`config.mk`:
```
export PLATFORM = sky130hd
export DESIGN_NAME = uart_report_mux
export DESIGN_NICKNAME = d
export VERILOG_FILES = /design/src/rtl/uart_pkg.sv /design/src/rtl/uart_cmd_parser.sv /design/src/rtl/uart_report_mux.sv
export SDC_FILE = /design/constraint.sdc
export NUM_CORES = 1
export LEC_CHECK = 0
export ABC_AREA = 1
export CELL_PAD_IN_SITES_DETAIL_PLACEMENT = 0
export CELL_PAD_IN_SITES_GLOBAL_PLACEMENT = 1
export CORE_MARGIN = 5
export CORE_UTILIZATION = 42
export CTS_BUF_LIST = sky130_fd_sc_hd__clkbuf_4 sky130_fd_sc_hd__clkbuf_8
export DETAILED_ROUTE_END_ITERATION = 12
export PLACE_DENSITY_LB_ADDON = 0.1
export SETUP_SLACK_MARGIN = 0.2
export SLEW_MARGIN = 30
export SYNTH_ARGS = -nofsm -noshare
export SYNTH_HDL_FRONTEND = slang
export SYNTH_HIERARCHICAL = 1
export SYNTH_SLANG_ARGS = --single-unit
```
`constraint.sdc`:
```
create_clock -name clk -period 5.6 [get_ports clk]
set_input_delay 1.68 -clock clk [delete_from_list [all_inputs] [get_ports clk]]
set_output_delay 1.68 -clock clk [all_outputs]
set_load 0.02 [all_outputs]
```
`src/rtl/uart_pkg.sv`:
```
// Shared constants for the UART channel report mux: FSM encodings, ASCII bytes,
// frame geometry and the BCD/alarm helper functions.
package uart_pkg;

  typedef logic [1:0] state_e;
  localparam state_e ST_IDLE  = 2'd0;
  localparam state_e ST_LATCH = 2'd1;
  localparam state_e ST_SEND  = 2'd2;
  localparam state_e ST_GAP   = 2'd3;

  localparam logic [7:0] ASC_C     = 8'h43;
  localparam logic [7:0] ASC_EQ    = 8'h3D;
  localparam logic [7:0] ASC_T     = 8'h54;
  localparam logic [7:0] ASC_SEMI  = 8'h3B;
  localparam logic [7:0] ASC_BANG  = 8'h21;
  localparam logic [7:0] ASC_QMARK = 8'h3F;
  localparam logic [7:0] ASC_CR    = 8'h0D;
  localparam logic [7:0] ASC_LF    = 8'h0A;
  localparam logic [7:0] ASC_PLUS  = 8'h2B;
  localparam logic [7:0] ASC_MINUS = 8'h2D;
  localparam logic [7:0] ASC_SPACE = 8'h20;
  localparam logic [7:0] ASC_ZERO  = 8'h30;

  localparam int BYTES_PER_CH = 12;

  function automatic logic [7:0] bcd_to_ascii(input logic [3:0] d);
    return (d <= 4'd9) ? (ASC_ZERO + {4'd0, d}) : ASC_QMARK;
  endfunction

  // Invalid BCD never raises an alarm.
  function automatic logic over_thres(input logic [7:0] bcd, input logic [6:0] th);
    logic [6:0] val;
    val = 7'(bcd[7:4]) * 7'd10 + 7'(bcd[3:0]);
    if (bcd[7:4] > 4'd9 || bcd[3:0] > 4'd9) return 1'b0;
    return val >= th;
  endfunction

endpackage

```
`src/rtl/uart_cmd_parser.sv`:
```
// Two-byte '+k' / '-k' command decoder; emits one-cycle per-channel
// increment/decrement strobes on the completing rx byte.
module uart_cmd_parser #(
  parameter int CH_NUM = 4
) (
  input  logic              clk,
  input  logic              rst_n,
  input  logic [7:0]        rx_data,
  input  logic              rx_valid,
  output logic [CH_NUM-1:0] inc_stb,
  output logic [CH_NUM-1:0] dec_stb
);
  import uart_pkg::*;

  logic       pend_q, pend_d;
  logic       dir_inc_q, dir_inc_d;
  logic [7:0] idx;

  always_comb begin
    pend_d    = pend_q;
    dir_inc_d = dir_inc_q;
    inc_stb   = '0;
    dec_stb   = '0;
    idx       = rx_data - ASC_ZERO;
    if (rx_valid) begin
      // An opcode byte always (re)starts a command, even mid-command.
      if (rx_data == ASC_PLUS || rx_data == ASC_MINUS) begin
        pend_d    = 1'b1;
        dir_inc_d = (rx_data == ASC_PLUS);
      end else if (pend_q) begin
        pend_d = 1'b0;
        for (int k = 0; k < CH_NUM; k++) begin
          if (idx == 8'(k)) begin
            inc_stb[k] = dir_inc_q;
            dec_stb[k] = !dir_inc_q;
          end
        end
      end
    end
  end

  always_ff @(posedge clk or negedge rst_n) begin
    if (!rst_n) begin
      pend_q    <= 1'b0;
      dir_inc_q <= 1'b0;
    end else begin
      pend_q    <= pend_d;
      dir_inc_q <= dir_inc_d;
    end
  end

endmodule

```
`src/rtl/uart_report_mux.sv`:
```
// Periodic ASCII report of per-channel BCD values and alarm thresholds over a
// valid/ready byte stream; thresholds are adjusted by rx commands.
//
// state    | meaning
// ST_IDLE  | one cycle after reset release
// ST_LATCH | snapshot ch_data and thresholds
// ST_SEND  | stream 12*CH_NUM+2 frame bytes
// ST_GAP   | wait CLK_FRE*1000*PERIOD_MS cycles
module uart_report_mux #(
  parameter int CLK_FRE    = 50,
  parameter int CH_NUM     = 4,
  parameter int PERIOD_MS  = 1000,
  parameter int THRES_INIT = 40
) (
  input  logic                clk,
  input  logic                rst_n,
  input  logic [CH_NUM*8-1:0] ch_data,
  output logic [7:0]          tx_data,
  output logic                tx_valid,
  input  logic                tx_ready,
  input  logic [7:0]          rx_data,
  input  logic                rx_valid,
  output logic [CH_NUM-1:0]   thres_en
);
  import uart_pkg::*;

  localparam int GAP_CYC = CLK_FRE * 1000 * PERIOD_MS;
  localparam int GAP_W   = $clog2(GAP_CYC) + 1;
  localparam logic [GAP_W-1:0] GAP_LOAD = GAP_W'(GAP_CYC - 1);

  state_e              state_q, state_d;
  logic [3:0]          pos_q, pos_d;
  logic [3:0]          ch_q, ch_d;
  logic [GAP_W-1:0]    gap_q, gap_d;
  logic [CH_NUM*8-1:0] snap_data_q, snap_data_d;
  logic [6:0]          snap_thres_q [CH_NUM];
  logic [6:0]          snap_thres_d [CH_NUM];
  logic [6:0]          thres_q [CH_NUM];
  logic [6:0]          thres_d [CH_NUM];
  logic [CH_NUM-1:0]   thres_en_q, thres_en_d;
  logic [CH_NUM-1:0]   inc_stb, dec_stb;
  logic [7:0]          sel_data, cur_byte;
  logic [6:0]          sel_thres;

  uart_cmd_parser #(.CH_NUM(CH_NUM)) u_parser (
    .clk      (clk),
    .rst_n    (rst_n),
    .rx_data  (rx_data),
    .rx_valid (rx_valid),
    .inc_stb  (inc_stb),
    .dec_stb  (dec_stb)
  );

  always_comb begin
    thres_en_d = '0;
    for (int k = 0; k < CH_NUM; k++) begin
      thres_d[k] = thres_q[k];
      if (inc_stb[k] && thres_q[k] < 7'd99)      thres_d[k] = thres_q[k] + 7'd1;
      else if (dec_stb[k] && thres_q[k] != 7'd0) thres_d[k] = thres_q[k] - 7'd1;
      thres_en_d[k] = over_thres(ch_data[k*8 +: 8], thres_q[k]);
    end
  end

  always_comb begin
    sel_data  = '0;
    sel_thres = '0;
    for (int k = 0; k < CH_NUM; k++) begin
      if (ch_q == 4'(k)) begin
        sel_data  = snap_data_q[k*8 +: 8];
        sel_thres = snap_thres_q[k];
      end
    end
  end

  // ch_q == CH_NUM selects the CR/LF trailer.
  always_comb begin
    cur_byte = ASC_SPACE;
    if (ch_q < 4'(CH_NUM)) begin
      case (pos_q)
        4'd0:    cur_byte = ASC_C;
        4'd1:    cur_byte = ASC_ZERO + {4'd0, ch_q};
        4'd2:    cur_byte = ASC_EQ;
        4'd3:    cur_byte = bcd_to_ascii(sel_data[7:4]);
        4'd4:    cur_byte = bcd_to_ascii(sel_data[3:0]);
        4'd5:    cur_byte = ASC_SPACE;
        4'd6:    cur_byte = ASC_T;
        4'd7:    cur_byte = ASC_EQ;
        4'd8:    cur_byte = ASC_ZERO + 8'(sel_thres / 7'd10);
        4'd9:    cur_byte = ASC_ZERO + 8'(sel_thres % 7'd10);
        4'd10:   cur_byte = over_thres(sel_data, sel_thres) ? ASC_BANG : ASC_SPACE;
        default: cur_byte = ASC_SEMI;
      endcase
    end else begin
      cur_byte = (pos_q == 4'd0) ? ASC_CR : ASC_LF;
    end
  end

  always_comb begin
    state_d      = state_q;
    pos_d        = pos_q;
    ch_d         = ch_q;
    gap_d        = gap_q;
    snap_data_d  = snap_data_q;
    snap_thres_d = snap_thres_q;
    case (state_q)
      ST_IDLE: state_d = ST_LATCH;
      ST_LATCH: begin
        snap_data_d  = ch_data;
        snap_thres_d = thres_q;
        pos_d        = '0;
        ch_d         = '0;
        state_d      = ST_SEND;
      end
      ST_SEND: begin
        if (tx_ready) begin
          if (ch_q < 4'(CH_NUM)) begin
            if (pos_q == 4'(BYTES_PER_CH - 1)) begin
              pos_d = '0;
              ch_d  = ch_q + 4'd1;
            end else begin
              pos_d = pos_q + 4'd1;
            end
          end else if (pos_q == 4'd1) begin
            pos_d   = '0;
            ch_d    = '0;
            gap_d   = GAP_LOAD;
            state_d = ST_GAP;
          end else begin
            pos_d = pos_q + 4'd1;
          end
        end
      end
      default: begin
        if (gap_q == '0) state_d = ST_LATCH;
        else             gap_d   = gap_q - 1'b1;
      end
    endcase
  end

  always_ff @(posedge clk or negedge rst_n) begin
    if (!rst_n) begin
      state_q     <= ST_IDLE;
      pos_q       <= '0;
      ch_q        <= '0;
      gap_q       <= '0;
      snap_data_q <= '0;
      thres_en_q  <= '0;
      for (int k = 0; k < CH_NUM; k++) begin
        snap_thres_q[k] <= '0;
        thres_q[k]      <= 7'(THRES_INIT);
      end
    end else begin
      state_q      <= state_d;
      pos_q        <= pos_d;
      ch_q         <= ch_d;
      gap_q        <= gap_d;
      snap_data_q  <= snap_data_d;
      snap_thres_q <= snap_thres_d;
      thres_q      <= thres_d;
      thres_en_q   <= thres_en_d;
    end
  end

  assign tx_valid = (state_q == ST_SEND);
  assign tx_data  = tx_valid ? cur_byte : 8'h00;
  assign thres_en = thres_en_q;

endmodule

```
==> reports/results.ini <==
[logic_synthesis]
synth.most_common_cell=inv_1
avgSynthCellArea_um2=7.685
ys_seq_area_share_pct=32.49
synth.yosys.warnings=6
synth-seq-cells=131
synth_commonest_cells=inv_1 (225), nand2_1 (194), dfrtp_1 (123), o21ai_0 (120), nor2_1 (118)
synthDistinctLibCells=55
synth_area_leaders=dfrtp_1 (30%), ha_1 (13%), inv_1 (8.3%)
yosysTopAreaCellShare_pct=30.41
async_flop_share_pct=100.0
yosys.area.top_type=dfrtp_1
syn_inst=1317
synthFlopType=dfrtp_1
syn_nets=1478
synth_enable_flop_cells=0
synth_area_um2=10120

[global_route]
track_usage_pct=20.05
grt_pass1_vias=8932
grt_pass1_wl_um=44100
gr-total-overflow=0
grt_antenna_before_repair=0
grt_max_degree=120

[floorplan]
dieWidth_um=165.2
fp.dieArea_um2=27300
start_util_pct=42.86
die_h_um=165.2
core_um2=23610
ios=57
rows=56

[setup_path]
worstReg2RegEnd=gap_q[25]
crit_path_start_kind=flip-flop
r2r_start=ch_q[3]
cpMaxStageDelayCell=fa_1
end_kind=primary output
critPathRequiredTime_ns=3.92
cp_max_fo=7
cp_cell_sequence=buf_4 > ha_4 > nand2_8 > buf_4 > o221ai_2 > a22oi_2 > inv_1 > ha_1 > ha_2 > fa_1 > and3_4 > xor2_1 > xnor2_1 > ha_1 > o21a_1 > o21ai_2 > nor3_2 > a211oi_2 > nor3_2 > buf_4
arrival_ns=4.18
r2r_cells=39
path_common_cell=buf_4
critPathMaxStageDelay_ns=0.50
crit_type=reg -> out
r2r_setup_slack_ns=0.63

[timing]
slew_headroom_pct=44.07
slew_viol_final=0
min_period_ns=5.856
maxClockFrequency_mhz=170.8
final_hold_viol_count=0
setup_viol=8
finClkSkew_ns=0.02077
hold_ws_ns=0.4681
fin_ws_ns=-0.2561
min_period_over_period_pct=104.6
rsz0062_at_grt=true
finalSetupTns_ns=-1.458
max_slew.worst_pin.slew_ns=0.8389

[outcome]
status=finished, violations left
violations=negative setup slack

[routing]
viasPerCell=4.917
drt_iter0_drc=450
route.vias.total=8993
wl_per_cell_um=14.35
drc_errors=0
first_pass_iters=5
wl_um=26250
drt.antenna.violating_nets=0

[finish]
seq_area_um2=3291
fillers=2359
final_nets=1658
multiInputGateArea_um2=6156
layout-drive-gt1-share_pct=21.06
areaGrowthSynthToFinish_pct=26.17
final_cells=1829
antennaDiodeCount=0

[clocking]
cts.sinks=131
cts_tree=yes
htree_levels=4
clk_latency_ns=0.44
cts.clk_slew.worst_paths_ns=0.08
clock_path_buffers=2
root_buffer=clkbuf_8
numCtsBuffers=17
cts.hold.buffers_added=0

[min_path]
min_to=thres_q[27]
min_from=thres_q[27]
hold_path.class=reg -> reg
min_path_cells=1

[place]
dp_hpwl_um=19630
dp.cells=1741
io_buffers=56
gp_congestion=0.8099

[run]
maxCapViolations=0

-- logic make-up after synthesis --
family | Yosys count | share of synthesized area (%)
mux | 2 | 0.2225
xor+xnor | 45 | 3.894
buf+inv | 266 | 10.12
compound gates | 290 | 16.52
flops | 131 | 32.49
fa+ha+maj | 117 | 15.50
simple gates | 466 | 21.25
-- registers in the layout, summed over array words and instances, names as in the netlist --
name / flops
ch_q: 4
thres_q: 28
snap_thres_q: 28
u_parser/pend_q: 1
state_q: 2
gap_q: 27
pos_q: 4
u_parser/dir_inc_q: 1
thres_en: 4
snap_data_q: 32
-- layer usage --
| metal | GRT usage (%) | part of all wire [%] |
|---|---|---|
| met5 | 0 | 0 |
| met4 | 3.856 | 1.1 |
| met1 | 27.31 | 47 |
| met2 | 34.37 | 49 |
| met3 | 2.656 | 2.3 |
-- area by class of cell --
| class | instances | share of cell area, % |
|---|---|---|
| multi-input combinational | 920 | 48.21 |
| tap | 319 | 3.126 |
| clock buffer | 20 | 2.156 |
| sequential | 131 | 25.77 |
| clock inverter | 12 | 1.303 |
| timing repair buffer | 188 | 12.36 |
| inverter | 239 | 7.084 |
-- per-stage QoR --
step | worst slack, ns | cell area (um2) | util (%)
floorplan | 0.1009 | 10150 | -
global placement | -0.3239 | 11560 | 48.97
detailed placement | -0.4722 | 11570 | 49.01
CTS | -0.2831 | 12540 | 53.12
global route | -0.5243 | 12770 | 54.08
finish | -0.2561 | 12770 | 54.08
-- critical path: cells and delay by family (launching register included) --
family / cells / cell delay [ns]
adders and majority gates: 5 / 1.39
AOI/OAI and AO/OA: 5 / 0.74
buffers and inverters: 4 / 0.51
DFF: 1 / 0.44
and+or+nand+nor: 4 / 0.38
xor gates and xnor gates: 2 / 0.30
-- placed cells by master (no fill, tap or decap), types with 47 or more instances in the layout --
master,count
a21oi_1,84
buf_4,131
clkdlybuf4s50_1,47
dfrtp_1,121
ha_1,95
inv_1,218
nand2_1,185
nand3_1,60
nor2_1,110
o21ai_0,114
-- worst max-delay path by stage --
stage / from / end / slack, ns / cells past startpoint
4_1_cts: ch_q[3] / tx_data[0] / -0.28 / 20
2_1_floorplan: ch_q[2] / tx_data[0] / 0.10 / 20
3_5_place_dp: ch_q[1] / tx_data[0] / -0.47 / 21
5_1_grt: ch_q[2] / tx_data[7] / -0.52 / 30
6_report: ch_q[1] / tx_data[0] / -0.26 / 20
3_3_place_gp: ch_q[1] / tx_data[0] / -0.32 / 21
-- what timing repair did --
action,in CTS,in global routing
buffers inserted,48,8
resized for setup,87,42
endpoints found under the setup margin,8,10
pin swaps,24,18
Power is left out: the tool's default activity adds up to more than one toggle a clock period on the data nets, which glitch-free logic cannot reach.
